<file path="src/rtl/sci_acc_dispatch.sv">
// Packet FIFO feeding round-robin compute lanes, with results returned in acceptance order.
// Optional SCI_ACC_DROP_CNT_EN adds a saturating 16-bit drop_cnt output.
module sci_acc_dispatch #(
    parameter int DATA_WIDTH = 32,
    parameter int NUM_MODES  = 4,
    parameter int RES_WIDTH  = 8,
    parameter int NUM_LANES  = 4,
    parameter int FIFO_DEPTH = 8
) (
    input  logic                            clk,
    input  logic                            rst,
    input  logic                            pkt_valid,
    input  logic [DATA_WIDTH-1:0]           op_pkt__data,
    input  logic [NUM_MODES-1:0]            op_pkt__mode,
    input  logic [RES_WIDTH-1:0]            op_pkt__res,
    output logic                            ready,
    output logic                            pkt_dropd,
    output logic [NUM_LANES-1:0]            lane_start,
    output logic [DATA_WIDTH-1:0]           lane_data,
    output logic [NUM_MODES-1:0]            lane_mode,
    output logic [RES_WIDTH-1:0]            lane_res,
    input  logic [NUM_LANES-1:0]            lane_done,
    input  logic [NUM_LANES*DATA_WIDTH-1:0] lane_result,
    output logic [NUM_LANES-1:0]            busy_lanes,
    output logic [DATA_WIDTH-1:0]           data_out,
    output logic                            done
`ifdef SCI_ACC_DROP_CNT_EN
    ,
    output logic [15:0]                     drop_cnt
`endif
);

    localparam int LW = $clog2(NUM_LANES);
    localparam int AW = $clog2(FIFO_DEPTH);
    localparam int CW = AW + 1;
    localparam int OW = LW + 1;

    logic [DATA_WIDTH-1:0] fifo_data [FIFO_DEPTH];
    logic [NUM_MODES-1:0]  fifo_mode [FIFO_DEPTH];
    logic [RES_WIDTH-1:0]  fifo_res  [FIFO_DEPTH];
    logic [AW-1:0]         fifo_wr, fifo_rd;
    logic [CW-1:0]         fifo_cnt;

    logic [LW-1:0]         oq_mem [NUM_LANES];
    logic [LW-1:0]         oq_wr, oq_rd, oq_head;
    logic [OW-1:0]         oq_cnt;

    logic [DATA_WIDTH-1:0] res_buf [NUM_LANES];
    logic [NUM_LANES-1:0]  res_vld;
    logic [LW-1:0]         rr_ptr;

    logic                  accept, drop, disp, disp_hit, deliver;
    logic [LW-1:0]         disp_lane;
    int unsigned           cand;

    function automatic logic [LW-1:0] lane_inc(input logic [LW-1:0] v);
        return (v == LW'(NUM_LANES - 1)) ? '0 : v + 1'b1;
    endfunction

    assign ready   = (fifo_cnt < CW'(FIFO_DEPTH));
    assign accept  = pkt_valid && ready && $onehot(op_pkt__mode);
    assign drop    = pkt_valid && !accept;
    assign disp    = (fifo_cnt != '0) && disp_hit;
    assign oq_head = oq_mem[oq_rd];
    assign deliver = (oq_cnt != '0) && res_vld[oq_head];

    // First idle lane at or above rr_ptr, wrapping at NUM_LANES (not necessarily a power of 2).
    always_comb begin
        disp_hit  = 1'b0;
        disp_lane = '0;
        cand      = 0;
        for (int unsigned i = 0; i < NUM_LANES; i++) begin
            cand = 32'(rr_ptr) + i;
            if (cand >= NUM_LANES)
                cand = cand - NUM_LANES;
            if (!disp_hit && !busy_lanes[LW'(cand)]) begin
                disp_hit  = 1'b1;
                disp_lane = LW'(cand);
            end
        end
    end

    // Storage arrays carry no reset; their validity is tracked by the pointers and res_vld.
    always_ff @(posedge clk) begin
        if (accept && !rst) begin
            fifo_data[fifo_wr] <= op_pkt__data;
            fifo_mode[fifo_wr] <= op_pkt__mode;
            fifo_res[fifo_wr]  <= op_pkt__res;
        end
        if (disp && !rst)
            oq_mem[oq_wr] <= disp_lane;
        for (int unsigned l = 0; l < NUM_LANES; l++)
            if (lane_done[l] && busy_lanes[l] && !res_vld[l])
                res_buf[l] <= lane_result[l*DATA_WIDTH +: DATA_WIDTH];
    end

    always_ff @(posedge clk) begin
        if (rst) begin
            fifo_wr    <= '0;
            fifo_rd    <= '0;
            fifo_cnt   <= '0;
            oq_wr      <= '0;
            oq_rd      <= '0;
            oq_cnt     <= '0;
            rr_ptr     <= '0;
            res_vld    <= '0;
            busy_lanes <= '0;
            lane_start <= '0;
            pkt_dropd  <= 1'b0;
            done       <= 1'b0;
            data_out   <= '0;
            lane_data  <= '0;
            lane_mode  <= '0;
            lane_res   <= '0;
        end else begin
            pkt_dropd  <= drop;
            lane_start <= '0;
            done       <= deliver;
            if (accept)
                fifo_wr <= fifo_wr + 1'b1;
            case ({accept, disp})
                2'b10:   fifo_cnt <= fifo_cnt + 1'b1;
                2'b01:   fifo_cnt <= fifo_cnt - 1'b1;
                default: ;
            endcase
            if (disp) begin
                fifo_rd               <= fifo_rd + 1'b1;
                lane_start[disp_lane] <= 1'b1;
                lane_data             <= fifo_data[fifo_rd];
                lane_mode             <= fifo_mode[fifo_rd];
                lane_res              <= fifo_res[fifo_rd];
                busy_lanes[disp_lane] <= 1'b1;
                oq_wr                 <= lane_inc(oq_wr);
                rr_ptr                <= lane_inc(disp_lane);
            end
            for (int unsigned l = 0; l < NUM_LANES; l++)
                if (lane_done[l] && busy_lanes[l] && !res_vld[l])
                    res_vld[l] <= 1'b1;
            // Head delivery is evaluated last; the head lane never matches the capture above.
            if (deliver) begin
                data_out            <= res_buf[oq_head];
                oq_rd               <= lane_inc(oq_rd);
                res_vld[oq_head]    <= 1'b0;
                busy_lanes[oq_head] <= 1'b0;
            end
            case ({disp, deliver})
                2'b10:   oq_cnt <= oq_cnt + 1'b1;
                2'b01:   oq_cnt <= oq_cnt - 1'b1;
                default: ;
            endcase
        end
    end

`ifdef SCI_ACC_DROP_CNT_EN
    always_ff @(posedge clk) begin
        if (rst)
            drop_cnt <= '0;
        else if (drop && drop_cnt != '1)
            drop_cnt <= drop_cnt + 1'b1;
    end
`endif

endmodule

</file>
<file path="config.mk">
export PLATFORM = sky130hd
export DESIGN_NAME = sci_acc_dispatch
export DESIGN_NICKNAME = d
export VERILOG_FILES = /design/src/rtl/sci_acc_dispatch.sv
export SDC_FILE = /design/constraint.sdc
export NUM_CORES = 1
export LEC_CHECK = 0
export CAP_MARGIN = 30
export CORE_MARGIN = 2
export CORE_UTILIZATION = 40
export CTS_CLUSTER_DIAMETER = 120
export CTS_CLUSTER_SIZE = 28
export DETAILED_ROUTE_END_ITERATION = 8
export SLEW_MARGIN = 15
export SYNTH_ARGS = -nofsm -noshare
export SYNTH_HDL_FRONTEND = slang
export SYNTH_SLANG_ARGS = --single-unit
</file>
<file path="constraint.sdc">
create_clock -name clk -period 11.25 [get_ports clk]
set_input_delay 2.25 -clock clk [delete_from_list [all_inputs] [get_ports clk]]
set_output_delay 2.25 -clock clk [all_outputs]
set_load 0.01 [all_outputs]
</file>
* Word level (Yosys, flattened, before mapping)
Memory sizes are Yosys's and may differ from the RTL's. A register that Yosys moved wholly into a read port is not among the register bits. Cells that the tools add are included.
Cells by class: add/subtract/negate cells 19, order comparisons 13, eq/ne operators 8, mux-type cells 57, reduce and logical (&&, ||, !) cells 36, bitwise logic cells 5
Operator list (number):
- $mux 1 | 31
- $mux 2 | 13
- $logic_and 1x1->1 | 20
- $lt 2x3->1 const B | 6
- $mux 4 | 4
- $logic_not 1->1 | 11
- $bmux 1 s2 | 5
- $eq 2x2->1 const B | 5
- $add 3x1->3 const B | 3
- $ge 3x3->1 const B | 3
- $and 4x4->4 | 2
- $pmux 4 s2 | 1
- $sub 2x1->2 const B | 4
- $add 2x1->2 const B | 3
- $add 2x2->3 const B | 2
- $pmux 3 s2 | 1
- $add 1x1->2 | 2
- $add 4x1->4 const B | 1
- $demux 1 s2 | 2
- $eq 2x1->1 const B | 2
- $ge 2x1->1 const B | 2
- $lt 4x4->1 const B | 1
- $not 4->4 | 1
- $or 4x4->4 | 1
- other kinds (11) | 12
Word-level totals: register bits after elaboration 33, word-level logic and storage cells 155, RAM bits 488, memories kept 5, input bits 179, output and inout port bits 87
Memory list:
- fifo_data | words 8, bits a word 32, rd ports 1, clocked after memory_dff 1, wr ports 1, line 38 | logic [DATA_WIDTH-1:0] fifo_data [FIFO_DEPTH];
- res_buf | words 4, bits a word 32, rd ports 1, clocked after memory_dff 1, wr ports 4, line 48 | logic [DATA_WIDTH-1:0] res_buf [NUM_LANES];
- fifo_res | words 8, bits a word 8, rd ports 1, clocked after memory_dff 1, wr ports 1, line 40 | logic [RES_WIDTH-1:0] fifo_res [FIFO_DEPTH];
- fifo_mode | words 8, bits a word 4, rd ports 1, clocked after memory_dff 1, wr ports 1, line 39 | logic [NUM_MODES-1:0] fifo_mode [FIFO_DEPTH];
- oq_mem | words 4, bits a word 2, rd ports 1, clocked after memory_dff 1, wr ports 1, line 44 | logic [LW-1:0] oq_mem [NUM_LANES];

* Logic depth before layout (Yosys ltp)
depth in word-level cells 23, gate-level depth with buffers 14, depth with buffers taken out 14

* Least setup slack after synthesis
Ideal clock, no wire load.
kind input -> register, from input op_pkt__mode[0], to memory fifo_data[0][0] (enable), path buffers 0, arrival 7187 ps, data required time 10750 ps, cell stages on the path 9, setup slack 3563 ps, path through inv_1 -> fa_1 -> inv_1 -> ha_1 -> ha_1 -> nor4b_1 -> nand2_1 -> or3_1 -> nor3_1
On the way: word-level cells in the longest chain between the ends 7
Ends and longest elaborated chain:
- start: declaration | line 14 | input logic [NUM_MODES-1:0] op_pkt__mode,
- $add 1x1->2 (implied by the code) | line 61 | assign accept = pkt_valid && ready && $onehot(op_pkt__mode);
- $add 2x2->3 (implied by the code) | line 61
- $eq 3x1->1 | line 61
- $logic_and 1x1->1 | line 61
- $logic_and 1x1->1 | line 85 | if (accept && !rst) begin
- $mux 1 | line 85
- $mux 1 (implied by the code) | line 86 | fifo_data[fifo_wr] <= op_pkt__data;
- end: declaration | line 38
Every way passes these cells.

* Worst setup path after layout
from input op_pkt__mode[1], to memory fifo_data[0][8] (enable)
The elaborated chain is that of the path after synthesis.

==> metrics.yaml <==
status: "finished, final reports clean"
grt-ovfl-total: 0
drt.antenna.violating_nets: 0
drv_slew: 0
drc_errors: 0
area_growth_pct: 19.29
diodes: 0
design.die.area_mm2: 0.05831
power.density_mw_per_mm2: 195.7
core.rowCount: 87
wl_met1_um: 20430
dr.pass1.iters: 5
ir_drop_mv: 0.1628
worst_path_max_delay_cell: "clkdlybuf4s50_1"
synth.largest_area_cell: "edfxtp_1"
cp.buffers_inverters: 4
synth_nets: 1455
ys_top_cells_by_count: "edfxtp_1, dfxtp_1, mux4_2"
yosys.area_share.adder_pct: 1.209
htreeDepth: 1
drive_above_1_share_pct: 12.38
cts.sinks: 599
synth.most_common_cell: "edfxtp_1"
synthSimpleGateAreaFrac_pct: 3.716
cts_hold_buf: 0
async_reset_ff_share_pct: 0
cap_violations: 0
drtIter0Drc: 750
num_vias: 11668
start_util_pct: 40.24
cp_cell_sequence: "clkdlybuf4s50_1, inv_1, fa_1, inv_1, ha_1, ha_1, nor4b_1, nand2_1, or3_1, nor3_2, buf_4"
fin_nets: 1699
timing.final.crit_share_pct: 55.39
critPathTopFamily: "simple AND/OR/NAND/NOR gates"
cts_resized: 0
rsz0062_at_grt: "false"
wl_per_cell_um: 21.58
relSlewSlack_pct: 36.06
synth-seq-cells: 599
required_ns: 11.47
routed_wirelength_um: 49080
cts_buffer_depth: 3
synth_edf_count: 488
synthMuxAreaShare_pct: 14.09
synth_compound_area_share_pct: 4.016
fin_total_pwr_mw: 5.267
start_kind: "input pin"
vias_per_cell: 5.131
dp_hpwl_um: 30870
min_period_ns: 6.232
skew_ns: 0.01960
placed_cells: 2228
core_area_mm2: 0.05606
synth_xor_area_share_pct: 0.3494
wl_met3_um: 3434
worstSetupPathType: "in2reg"
ios: 266
hold_viol_final: 0
portBuffers: 265
avgSynthCellArea_um2: 17.96
die_w_um: 241.5
synth_top_family_by_area: "multiplexers"
cts_buffers: 25
clk_latency_ns: 0.59
synth_top_area_share_pct: 64.96
met2_length_um: 24580
antenna_found_initial: 4
root_buffer: "clkbuf_16"
yosysSeqAreaShare_pct: 74.81
critPathMaxStageDelay_ns: 0.71
synth_cell_types: 40
grtUsageTotal_pct: 16.57
ys.flop_type: "edfxtp_1"
tritoncts: "done"
ys_warn_count: 0
final_core_util_pct: 48.00
worst_pin_slew_ns: 0.9591
setup_viol: 0
synth_cells: 1256
grt_max_degree: 95
grt_pass1_vias: 11927
crit_path_max_fanout: 38
fin_setup_tns_ns: 0
p_leak_nw: 8.489
syn_area_mm2: 0.02256
synth_area_leaders: "edfxtp_1, dfxtp_1, mux4_2"
highest-signal-layer: "met5"
post_cts_buffers: 0
grt_pass1_wl_um: 72860
fp.dieH_um: 241.5
holdCritPathClass: "reg2reg"
clkTransAtPathRegs_ns: 0.11
fmax_ghz: 0.1605
place.gp.congestion: 0.7361
end_kind: "flip-flop"
fin_cells: 2274
cp.arrival_ns: 6.45
area by class of cell:
class                      count  area (µm²)
clock buffer                  41       685.7
timing repair buffer         287        2920
inverter                      19       73.82
multi-input combinational    568        5364
sequential                   599       16890
tap                          756       945.9
fill                        4761       29150
clock inverter                 4       31.28
report_power, final:
part / internal, mW / switching (mW) / total [mW]
sequential: 2.60 / 0.171 / 2.77
clock: 0.428 / 0.651 / 1.08
combinational: 0.713 / 0.701 / 1.41
total: 3.74 / 1.52 / 5.27
metrics by stage:
stage	setup WS [ns]	hold WS [ns]	area, µm²
2_1_floorplan	3.563	0.4541	22560
3_3_place_gp	4.369	0.4440	26040
3_5_place_dp	4.298	0.4474	26160
4_1_cts	4.927	0.4630	26880
5_1_grt	4.754	0.4755	26910
6_report	5.018	0.4590	26910
flip-flops by register name, indices dropped and copies added (netlist names), 2 cells and up, named ones only:
| name | cells |
|---|---|
| rr_ptr | 2 |
| res_buf | 128 |
| fifo_cnt | 4 |
| fifo_data | 256 |
| lane_data | 32 |
| res_vld | 4 |
| lane_start | 4 |
| fifo_mode | 32 |
| oq_rd | 2 |
| lane_res | 8 |
| oq_wr | 2 |
| oq_cnt | 3 |
| fifo_wr | 3 |
| fifo_res | 64 |
| fifo_rd | 3 |
| data_out | 32 |
| busy_lanes | 4 |
| lane_mode | 4 |
| oq_mem | 8 |
placed cells by master, fill, tap and decap left out, types with 3 or more instances in the layout:
master	instances
edfxtp_1	488
clkdlybuf4s50_1	264
dfxtp_1	108
mux4_2	89
nand2_1	84
mux2i_1	79
nor2_1	66
a21oi_1	52
a211oi_1	46
o211ai_1	32
mux2_2	28
clkbuf_16	25
inv_1	17
ha_1	17
buf_4	17
clkbuf_1	16
nor3_1	10
nor2_4	10
and2_1	9
xor2_1	6
o21ai_0	4
or3_1	4
mux2_1	4
buf_16	4
nand2b_1	3
xnor2_1	3
fa_1	3
dfxtp_4	3
path summary, 6_finish.rpt:
path	startpoint	to	slack, ns	cells past startpoint
worst min-delay path	data_out[12]	data_out[12]	0.46	2
worst max-delay path	op_pkt__mode[1]	fifo_data[0][8]	5.02	11
worst min register to register	data_out[12]	data_out[12]	0.46	2
worst max register to register	flip-flop	oq_cnt[2]	7.43	12
worst reg2reg max path, stage by stage (launching register included):
cell and delay [ns]:
dfxtp_1 0.38, mux4_2 0.50, buf_4 0.32, or2_1 0.35, o22a_1 0.20, buf_4 0.27
inv_4 0.41, ha_1 0.26, inv_1 0.07, fa_1 0.38, xor2_1 0.16, or3_1 0.31
a21oi_1 0.15
per-layer routing:
layer,vias to the layer above,track usage (%)
met2,263,28.92
li1,5351,-
met1,6007,21.84
met4,8,2.469
met3,39,3.441
met5,-,0
kinds of logic after synthesis:
logic type | Yosys count
flip-flops | 599
buffers and inverters | 89
XOR/XNOR | 9
adder cells (fa/ha/maj) | 20
AND/OR/NAND/NOR | 199
AO/OA/AOI/OAI | 139
multiplexers | 201
No activity file was read; power rests on OpenSTA's default activity.
